--- config.mk ---
export PLATFORM = sky130hd
export DESIGN_NAME = ioctl_ram_writer
export DESIGN_NICKNAME = d
export VERILOG_FILES = /design/src/rtl/ioctl_pkg.sv /design/src/rtl/sync_fifo.sv /design/src/rtl/ioctl_ram_writer.sv
export SDC_FILE = /design/constraint.sdc
export NUM_CORES = 1
export LEC_CHECK = 0
export CAP_MARGIN = 20
export CORE_MARGIN = 2
export CORE_UTILIZATION = 55
export DETAILED_ROUTE_END_ITERATION = 10
export PLACE_DENSITY = 0.81
export SLEW_MARGIN = 10
export SYNTH_ARGS = -nofsm -noshare
export SYNTH_HDL_FRONTEND = slang
export SYNTH_SLANG_ARGS = --single-unit
--- constraint.sdc ---
create_clock -name clk_sys -period 10.43 [get_ports clk_sys]
set_input_delay 1.043 -clock clk_sys [delete_from_list [all_inputs] [get_ports clk_sys]]
set_output_delay 1.043 -clock clk_sys [all_outputs]
set_load 0.02 [all_outputs]
--- src/rtl/ioctl_pkg.sv ---
// Shared definitions for the ioctl download path: opcodes, default load
// addresses and the RAM writer state encoding.
package ioctl_pkg;

  localparam logic [7:0] UIO_FILE_TX     = 8'h53;
  localparam logic [7:0] UIO_FILE_TX_DAT = 8'h54;
  localparam logic [7:0] UIO_FILE_INDEX  = 8'h55;

  localparam logic [24:0] LOAD_BASE_0 = 25'h0E0000;
  localparam logic [24:0] LOAD_BASE_1 = 25'h100000;
  localparam logic [24:0] LOAD_BASE_2 = 25'h120000;

  typedef enum logic [1:0] {IDLE, REQ, GAP} wr_state_t;

  // Default byte base address for a menu index; unknown indices use slot 0.
  function automatic logic [24:0] load_base(input logic [4:0] idx);
    case (idx)
      5'd1:    return LOAD_BASE_1;
      5'd2:    return LOAD_BASE_2;
      default: return LOAD_BASE_0;
    endcase
  endfunction

endpackage

--- src/rtl/sync_fifo.sv ---
// Single-clock circular FIFO; pointers carry an extra wrap bit so full and
// empty fall straight out of a pointer compare.
module sync_fifo #(
  parameter int DW = 40,
  parameter int AW = 4
) (
  input  logic          clk,
  input  logic          rst_n,
  input  logic          push,
  input  logic          pop,
  input  logic [DW-1:0] din,
  output logic [DW-1:0] dout,
  output logic          full,
  output logic          empty
);

  logic [DW-1:0] mem [2**AW];
  logic [AW:0]   wr_ptr, rd_ptr;
  logic          do_push, do_pop;

  assign empty   = (wr_ptr == rd_ptr);
  assign full    = (wr_ptr[AW] != rd_ptr[AW]) && (wr_ptr[AW-1:0] == rd_ptr[AW-1:0]);
  assign do_push = push & ~full;
  assign do_pop  = pop & ~empty;
  assign dout    = mem[rd_ptr[AW-1:0]];

  always_ff @(posedge clk) begin
    if (do_push) mem[wr_ptr[AW-1:0]] <= din;
  end

  always_ff @(posedge clk or negedge rst_n) begin
    if (!rst_n) begin
      wr_ptr <= '0;
      rd_ptr <= '0;
    end else begin
      if (do_push) wr_ptr <= wr_ptr + (AW+1)'(1);
      if (do_pop)  rd_ptr <= rd_ptr + (AW+1)'(1);
    end
  end

endmodule

--- src/rtl/ioctl_ram_writer.sv ---
// Turns ioctl download strobes into buffered 16-bit memory writes and tracks
// per-load bookkeeping (index, byte size, overflow, start/done).
module ioctl_ram_writer
  import ioctl_pkg::*;
#(
  parameter int FIFO_AW = 4,
  parameter int ADDR_W  = 25
) (
  input  logic              clk_sys,
  input  logic              reset_n,
  input  logic              ioctl_download,
  input  logic [4:0]        ioctl_index,
  input  logic              ioctl_we,
  input  logic [ADDR_W-1:0] ioctl_addr,
  input  logic [15:0]       ioctl_dout,
  output logic              mem_req,
  output logic [ADDR_W-2:0] mem_addr,
  output logic [15:0]       mem_dout,
  input  logic              mem_ack,
  output logic              load_active,
  output logic              load_done,
  output logic [4:0]        load_index,
  output logic [ADDR_W-1:0] load_size,
  output logic              overflow
);

  localparam int DW = ADDR_W - 1 + 16;

  logic          we_d, dl_d;
  logic          push, pop, accept, drop, dl_rise;
  logic          fifo_full, fifo_empty;
  logic [DW-1:0] fifo_dout;
  logic          unused_addr_lsb;
  wr_state_t     state;

  assign unused_addr_lsb = ioctl_addr[0];

  assign push    = ioctl_we & ~we_d;
  assign accept  = push & ~fifo_full;
  assign drop    = push & fifo_full;
  assign dl_rise = ioctl_download & ~dl_d;
  assign pop     = (state == REQ) & mem_ack;

  sync_fifo #(.DW(DW), .AW(FIFO_AW)) u_fifo (
    .clk   (clk_sys),
    .rst_n (reset_n),
    .push  (push),
    .pop   (pop),
    .din   ({ioctl_addr[ADDR_W-1:1], ioctl_dout}),
    .dout  (fifo_dout),
    .full  (fifo_full),
    .empty (fifo_empty)
  );

  // Load bookkeeping. A restart keeps load_active high, so the previous
  // load's done pulse is naturally absorbed into the new load.
  always_ff @(posedge clk_sys or negedge reset_n) begin
    if (!reset_n) begin
      we_d        <= 1'b0;
      dl_d        <= 1'b0;
      load_active <= 1'b0;
      load_done   <= 1'b0;
      load_index  <= '0;
      load_size   <= '0;
      overflow    <= 1'b0;
    end else begin
      we_d      <= ioctl_we;
      dl_d      <= ioctl_download;
      load_done <= 1'b0;
      if (dl_rise) begin
        load_index  <= ioctl_index;
        load_active <= 1'b1;
        load_size   <= accept ? ADDR_W'(2) : '0;
        overflow    <= drop;
      end else begin
        if (accept) load_size <= load_size + ADDR_W'(2);
        if (drop)   overflow  <= 1'b1;
        if (load_active && !dl_d && fifo_empty && state == IDLE) begin
          load_done   <= 1'b1;
          load_active <= 1'b0;
        end
      end
    end
  end

  always_ff @(posedge clk_sys or negedge reset_n) begin
    if (!reset_n) begin
      state    <= IDLE;
      mem_req  <= 1'b0;
      mem_addr <= '0;
      mem_dout <= '0;
    end else begin
      case (state)
        IDLE: if (!fifo_empty) begin
          mem_addr <= fifo_dout[DW-1:16];
          mem_dout <= fifo_dout[15:0];
          mem_req  <= 1'b1;
          state    <= REQ;
        end
        REQ: if (mem_ack) begin
          mem_req <= 1'b0;
          state   <= GAP;
        end
        GAP:     state <= IDLE;
        default: state <= IDLE;
      endcase
    end
  end

endmodule

==> flow_summary.toml, run 1 <==
[clock_network]
htreeDepth = 3
cts_buffer_depth = 3
clk_latency_ns = 0.62
clk_pin_slew_ns = 0.07
tritoncts = "done"
cts.sinks = 727
cts_made_buffers = 70
cts-root-buf = "clkbuf_16"
cts_setup_buffers = 0
postCtsResizedCells = 0
holdBufCountCts = 0

[logic_synthesis]
yosys_register_bits = 727
synthesis.instances = 1311
synthTopCellsByCount = "640 x edfxtp_1, 160 x mux4_2, 87 x dfrtp_1, 80 x a22oi_1, 77 x nand2_1"
yosysSeqAreaShare_pct = 76.9
netlist_area_sq_um = 27800
yosysWarningCount = 0
synth_area_leader_cell = "edfxtp_1"
async_flop_share_pct = 12.0
synth_fp_nets = 1368
synth_edf_count = 640
yosys_most_used_dff = "edfxtp_1"
yosys.cell_types.count = 43
avgSynthCellArea_sq_um = 21.2
netlist.area_leader.share_pct = 69.1
yosysMostFrequentCell = "edfxtp_1"
ys_top_cells_by_area = "edfxtp_1 69%, mux4_2 13%, dfrtp_1 7.8%"

[setup_path]
cp-end-kind = "flop"
r2r_start = "u_fifo.rd_ptr[0]"
start_kind = "flop"
path_max_fanout = 48
ff2ff_path_depth = 7
setup.worst_path.class = "flop to flop"
r2r-end = "mem_dout[2]"
cp.arrival_ns = 4.44
startpoint = "u_fifo.rd_ptr[0]"
r2r_slack_ns = 6.48
critPathRequiredTime_ns = 10.92
crit_end = "mem_dout[2]"

[sta]
setup_slack_ns = 6.48
drv_slew = 0
setup_violations = 0
rsz0062_at_grt = "no"
slew_headroom_pct = 36.4
finalHoldViolations = 0
worst_pin_slew_ns = 0.954
setup-tns-final_ns = 0
max_freq_mhz = 253
fin_crit_ns = 3.95
skew_ns = 0.0264
period_share_pct = 37.9

[global_routing]
grt_max_degree = 74
grt_usage_pct = 24.0
antenna_found_initial = 5
grt_pass1_vias = 14400
grt_pass1_wl_mm = 92.1
overflow = 0

[die]
dieWidth_um = 229
io_pins = 125
core_sq_um = 50100
initial_core_util_pct = 55.6
row_count = 82
die_y_um = 229
dieArea_sq_um = 52400

[job]
maxCapViolCount = 0

[power]
p_per_area_nw_per_um2 = 262
power.leakage_nw = 10.6
vdd_drop_max_uv = 186
finalPower_mw = 8.41

[final_layout]
seq_area_sq_um = 21400
nets = 1522
fin_area_sq_um = 32100
final_cells = 2194
multiInputGateArea_sq_um = 6090
nFillCells = 3229
final_layout_size_suffix_gt1_share_pct = 23.8
area_growth_pct = 15.2

[place]
place_inst = 2063
hpwl_mm = 30.3
place_congestion = 0.776
post-place-ws_ns = 6.15
placed_area_sq_um = 29800
port-buffer-count = 122

[routing]
drc_errors = 0
wl_per_cell_um = 27.9
detailedRoute.firstIterationViolations = 1743
ant_nets = 0
wl_mm = 61.3
drt_pass1_iterations = 5
drt-vias-per-instance = 6.38
vias = 14000

[hold_path]
min_path_type = "input pin to async pin"

[run_status]
status = "complete, no violations"
cells by family (layout without fill, tap and decap cells):
kind of cell / after synthesis / in the layout / share of synthesized area, %
buf+inv: 75 / 284 / 1.43
flops: 727 / 727 / 76.9
fa+ha+maj: 6 / 6 / 0.270
other cells: 1 / 3 / 0.0135
simple gates: 156 / 156 / 2.77
compound gates: 120 / 120 / 3.14
mux: 201 / 201 / 14.6
xor+xnor: 25 / 25 / 0.895
worst min path at each step:
| stage | startpoint | end | slack (ns) | depth (start not counted) |
|---|---|---|---|---|
| after detailed placement | load_index[1] | load_index[1] | 0.46 | 2 |
| after global routing | reset_n | mem_addr[11] | 0.29 | 1 |
| after floorplan | state[1] | state[0] | 0.45 | 1 |
| after global placement | load_index[2] | load_index[2] | 0.46 | 2 |
| after CTS | reset_n | mem_addr[11] | 0.27 | 1 |
| final | reset_n | mem_addr[11] | 0.29 | 1 |
worst max-delay path: stages (launching register included):
cell     delay [ns]
dfrtp_4        0.84
buf_4          0.51
buf_16         0.32
buf_4          0.79
mux4_2         0.65
a22oi_1        0.25
nand2_1        0.15
mux2_2         0.28
placed cells by master, fill, tap and decap left out, types with 7 or more instances in the layout:
cell type,n
xor2_1,14
clkdlybuf4s50_1,121
o21ai_0,9
a21oi_1,8
clkbuf_1,21
xnor2_1,7
a22oi_1,80
buf_4,31
clkinv_2,8
clkinv_1,10
o211ai_1,7
o2111ai_1,7
and3_2,15
or4_1,9
clkbuf_16,71
nor2_1,20
mux2_2,41
edfxtp_1,640
dfrtp_1,85
nand2_1,76
mux4_2,160
metal layers:
layer | share of wire, % | routed length (um) | track usage (%)
met5 | 0.069 | 42 | 0
met2 | 50 | 30600 | 38.8
met4 | 2.8 | 1740 | 8.64
met3 | 9.8 | 6010 | 5.08
met1 | 37 | 22900 | 32.7
state kept, by name, indices dropped and copies added (netlist names), 2 cells and up:
register and cells:
load_index 5, load_size 24, mem_addr 24, mem_dout 16, state 2, u_fifo.mem 640, u_fifo.rd_ptr 5, u_fifo.wr_ptr 5
final cells by class:
cell class	instances	area share [%]
antenna	2	0.0156
clock buffer	98	6.04
clock inverter	29	0.874
inverter	3	0.0351
multi-input combinational	509	19.0
sequential	727	66.7
tap	672	2.62
timing repair buffer	154	4.67
metrics by stage:
stage / utilization (%) / hold WS (ns)
floorplan: - / 0.453
finish: 64.0 / 0.286
detailed placement: 59.5 / 0.464
global route: 64.0 / 0.292
CTS: 63.9 / 0.272
global placement: 59.5 / 0.462
power by group:
group / switching, mW / internal [mW]
combinational: 1.19 / 1.11
sequential: 0.208 / 3.43
clock: 1.05 / 1.43
Note: power is estimated with default switching activity, not from simulation.
==> run 2: changes to the inputs <==
Clock period 10.43 ns to 4 ns, I/O delays scaled along.
==> flow_summary.toml, run 2 (synthesis gave the netlist of run 1 again) <==
[final_layout]
nets = 1531
nFillCells = 3200
area_growth_pct = 16.1
mostFrequentLayoutCell = "edfxtp_1"
largest_reg_flops = 640
layout_common_cells = "640 x edfxtp_1, 160 x mux4_2, 121 x clkdlybuf4s50_1, 85 x dfrtp_1, 80 x a22oi_1"
final_layout_size_suffix_gt1_share_pct = 24.4

[routing]
drt-vias-per-instance = 6.35
wl_met1_mm = 23.3
vias = 14000
wl_per_cell_um = 28.2
routed-wl-met2_mm = 31.8
detailedRoute.firstIterationViolations = 1820
drc_errors = 0
dr_wl_met3_mm = 5.21
ant_nets = 0
drt_pass1_iterations = 6
routed.top_layer = "met5"
wl_mm = 62.3

[place]
hpwl_mm = 32.4
port-buffer-count = 122
place_congestion = 0.769
post-place-ws_ns = 0.722

[setup_path]
cp-end-kind = "flop"
start_kind = "flop"
crit_chain = "xnor2_2, nand4_4, o21a_1, and3_2, buf_12"
path_max_fanout = 21
crit_buf_inv = 1
slowest_stage = "and3_2"
slowest_delay_ns = 0.85
ff2ff_path_depth = 5
cp_top_family = "simple AND/OR/NAND/NOR gates"
setup.worst_path.class = "flop to flop"
critical_path_depth = 5
cp.arrival_ns = 3.35
critPathRequiredTime_ns = 4.30

[global_routing]
grt_pass1_wl_mm = 93.2
grt_usage_pct = 24.3
grt_pass1_vias = 14700
antenna_found_initial = 5
grt_max_degree = 164
overflow = 0

[clock_network]
cts_made_buffers = 73
clk_pin_slew_ns = 0.07
cts_buffer_depth = 3
clk_latency_ns = 0.62
htreeDepth = 3
cts.sinks = 727
cts-root-buf = "clkbuf_16"
cts_setup_buffers = 0
tritoncts = "done"
postCtsResizedCells = 0
holdBufCountCts = 1

[sta]
worst_pin_slew_ns = 1.05
setup_slack_ns = 0.944
rsz0062_at_grt = "no"
max_freq_mhz = 327
finalHoldViolations = 0
drv_slew = 0
setup-tns-final_ns = 0
skew_ns = 0.0193
fin_hold_ws_ns = 0.215
slew_headroom_pct = 30.2
fin_crit_ns = 3.06
setup_violations = 0
period_share_pct = 76.4

[power]
vdd_drop_max_uv = 580
power.leakage_nw = 10.7
internal_power_mw = 15.5
p_per_area_nw_per_um2 = 685
pwr-share-clk_pct = 29.5
power_switching_mw = 6.59
switching_share_pct = 29.8
share_comb_of_total_power_pct = 28.5
seq_power_share_pct = 42.1

[die]
io_pins = 125
die_y_um = 229
dieArea_sq_um = 52400
dieWidth_um = 229
row_count = 82
core_sq_um = 50100
initial_core_util_pct = 55.6

[job]
maxCapViolCount = 0

[run_status]
status = "complete, no violations"

[hold_path]
min_path_type = "input pin to async pin"
==> run 2: changes by cell type in the layout (fill, tap and decap cells not counted), sizes merged <==
cell,delta
dlygate4sd3,+1
bufinv,-4
buf,+5
clkinv,+5
inv,-1
clkbuf,+6
clkinvlp,+3
==> run 2: per-layer routing <==
layer,track usage [%],up-vias
li1,-,5757
met1,32.4,7328
met2,40.1,787
met3,5.04,147
met4,8.79,6
met5,0,-
==> run 2: path summary, 6_finish.rpt <==
kind / slack [ns] / to / startpoint
min: 0.21 / we_d / reset_n
max: 0.94 / u_fifo.mem[15][25] / u_fifo.rd_ptr[3]
min reg2reg: 0.48 / load_index[2] / load_index[2]
max reg2reg: 0.94 / u_fifo.mem[15][25] / u_fifo.rd_ptr[3]
min in group clk_sys: 0.26 / we_d / ioctl_we
max in group asynchronous: 2.82 / u_fifo.rd_ptr[1] / reset_n
==> run 2: final cells by class <==
cell class                      instances  area (sq um)  area share (%)
Sequential cell                       727         21400            66.2
Clock buffer                          104          2040            6.30
Inverter                                3          11.3          0.0349
Multi-Input combinational cell        509          6090            18.9
Antenna cell                            2          5.00          0.0155
Clock inverter                         32           235           0.728
Tap cell                              672           841            2.60
Timing Repair Buffer                  160          1680            5.20
==> run 2: power by group through the flow <==
stage                     Clock, mW  Sequential (mW)  Combinational (mW)
after global placement            0             9.37                6.12
after floorplan                   0             9.58                4.13
after detailed placement          0             9.43                6.25
after global routing           6.88             9.36                6.71
after CTS                      6.60             9.30                6.35
final                          6.52             9.31                6.29
==> run 2: stage by stage <==
step / instances / cell area [sq um] / power, mW / utilization (%)
3_3_place_gp: 2070 / 30000 / 15.5 / 60.0
2_1_floorplan: 1311 / 27800 / 13.7 / -
5_1_grt: 2208 / 32300 / 22.9 / 64.5
3_5_place_dp: 2070 / 30000 / 15.7 / 60.0
6_report: 2209 / 32300 / 22.1 / 64.5
4_1_cts: 2207 / 32300 / 22.2 / 64.5
==> run 2: worst reg2reg max path, delay by kind of cell, from the launching register on <==
kind / cells / cell delay, ns
buffers and inverters: 1 / 0.32
AND/OR/NAND/NOR: 2 / 1.10
AO/OA/AOI/OAI: 1 / 0.58
flip-flops: 1 / 0.51
XOR/XNOR: 1 / 0.23
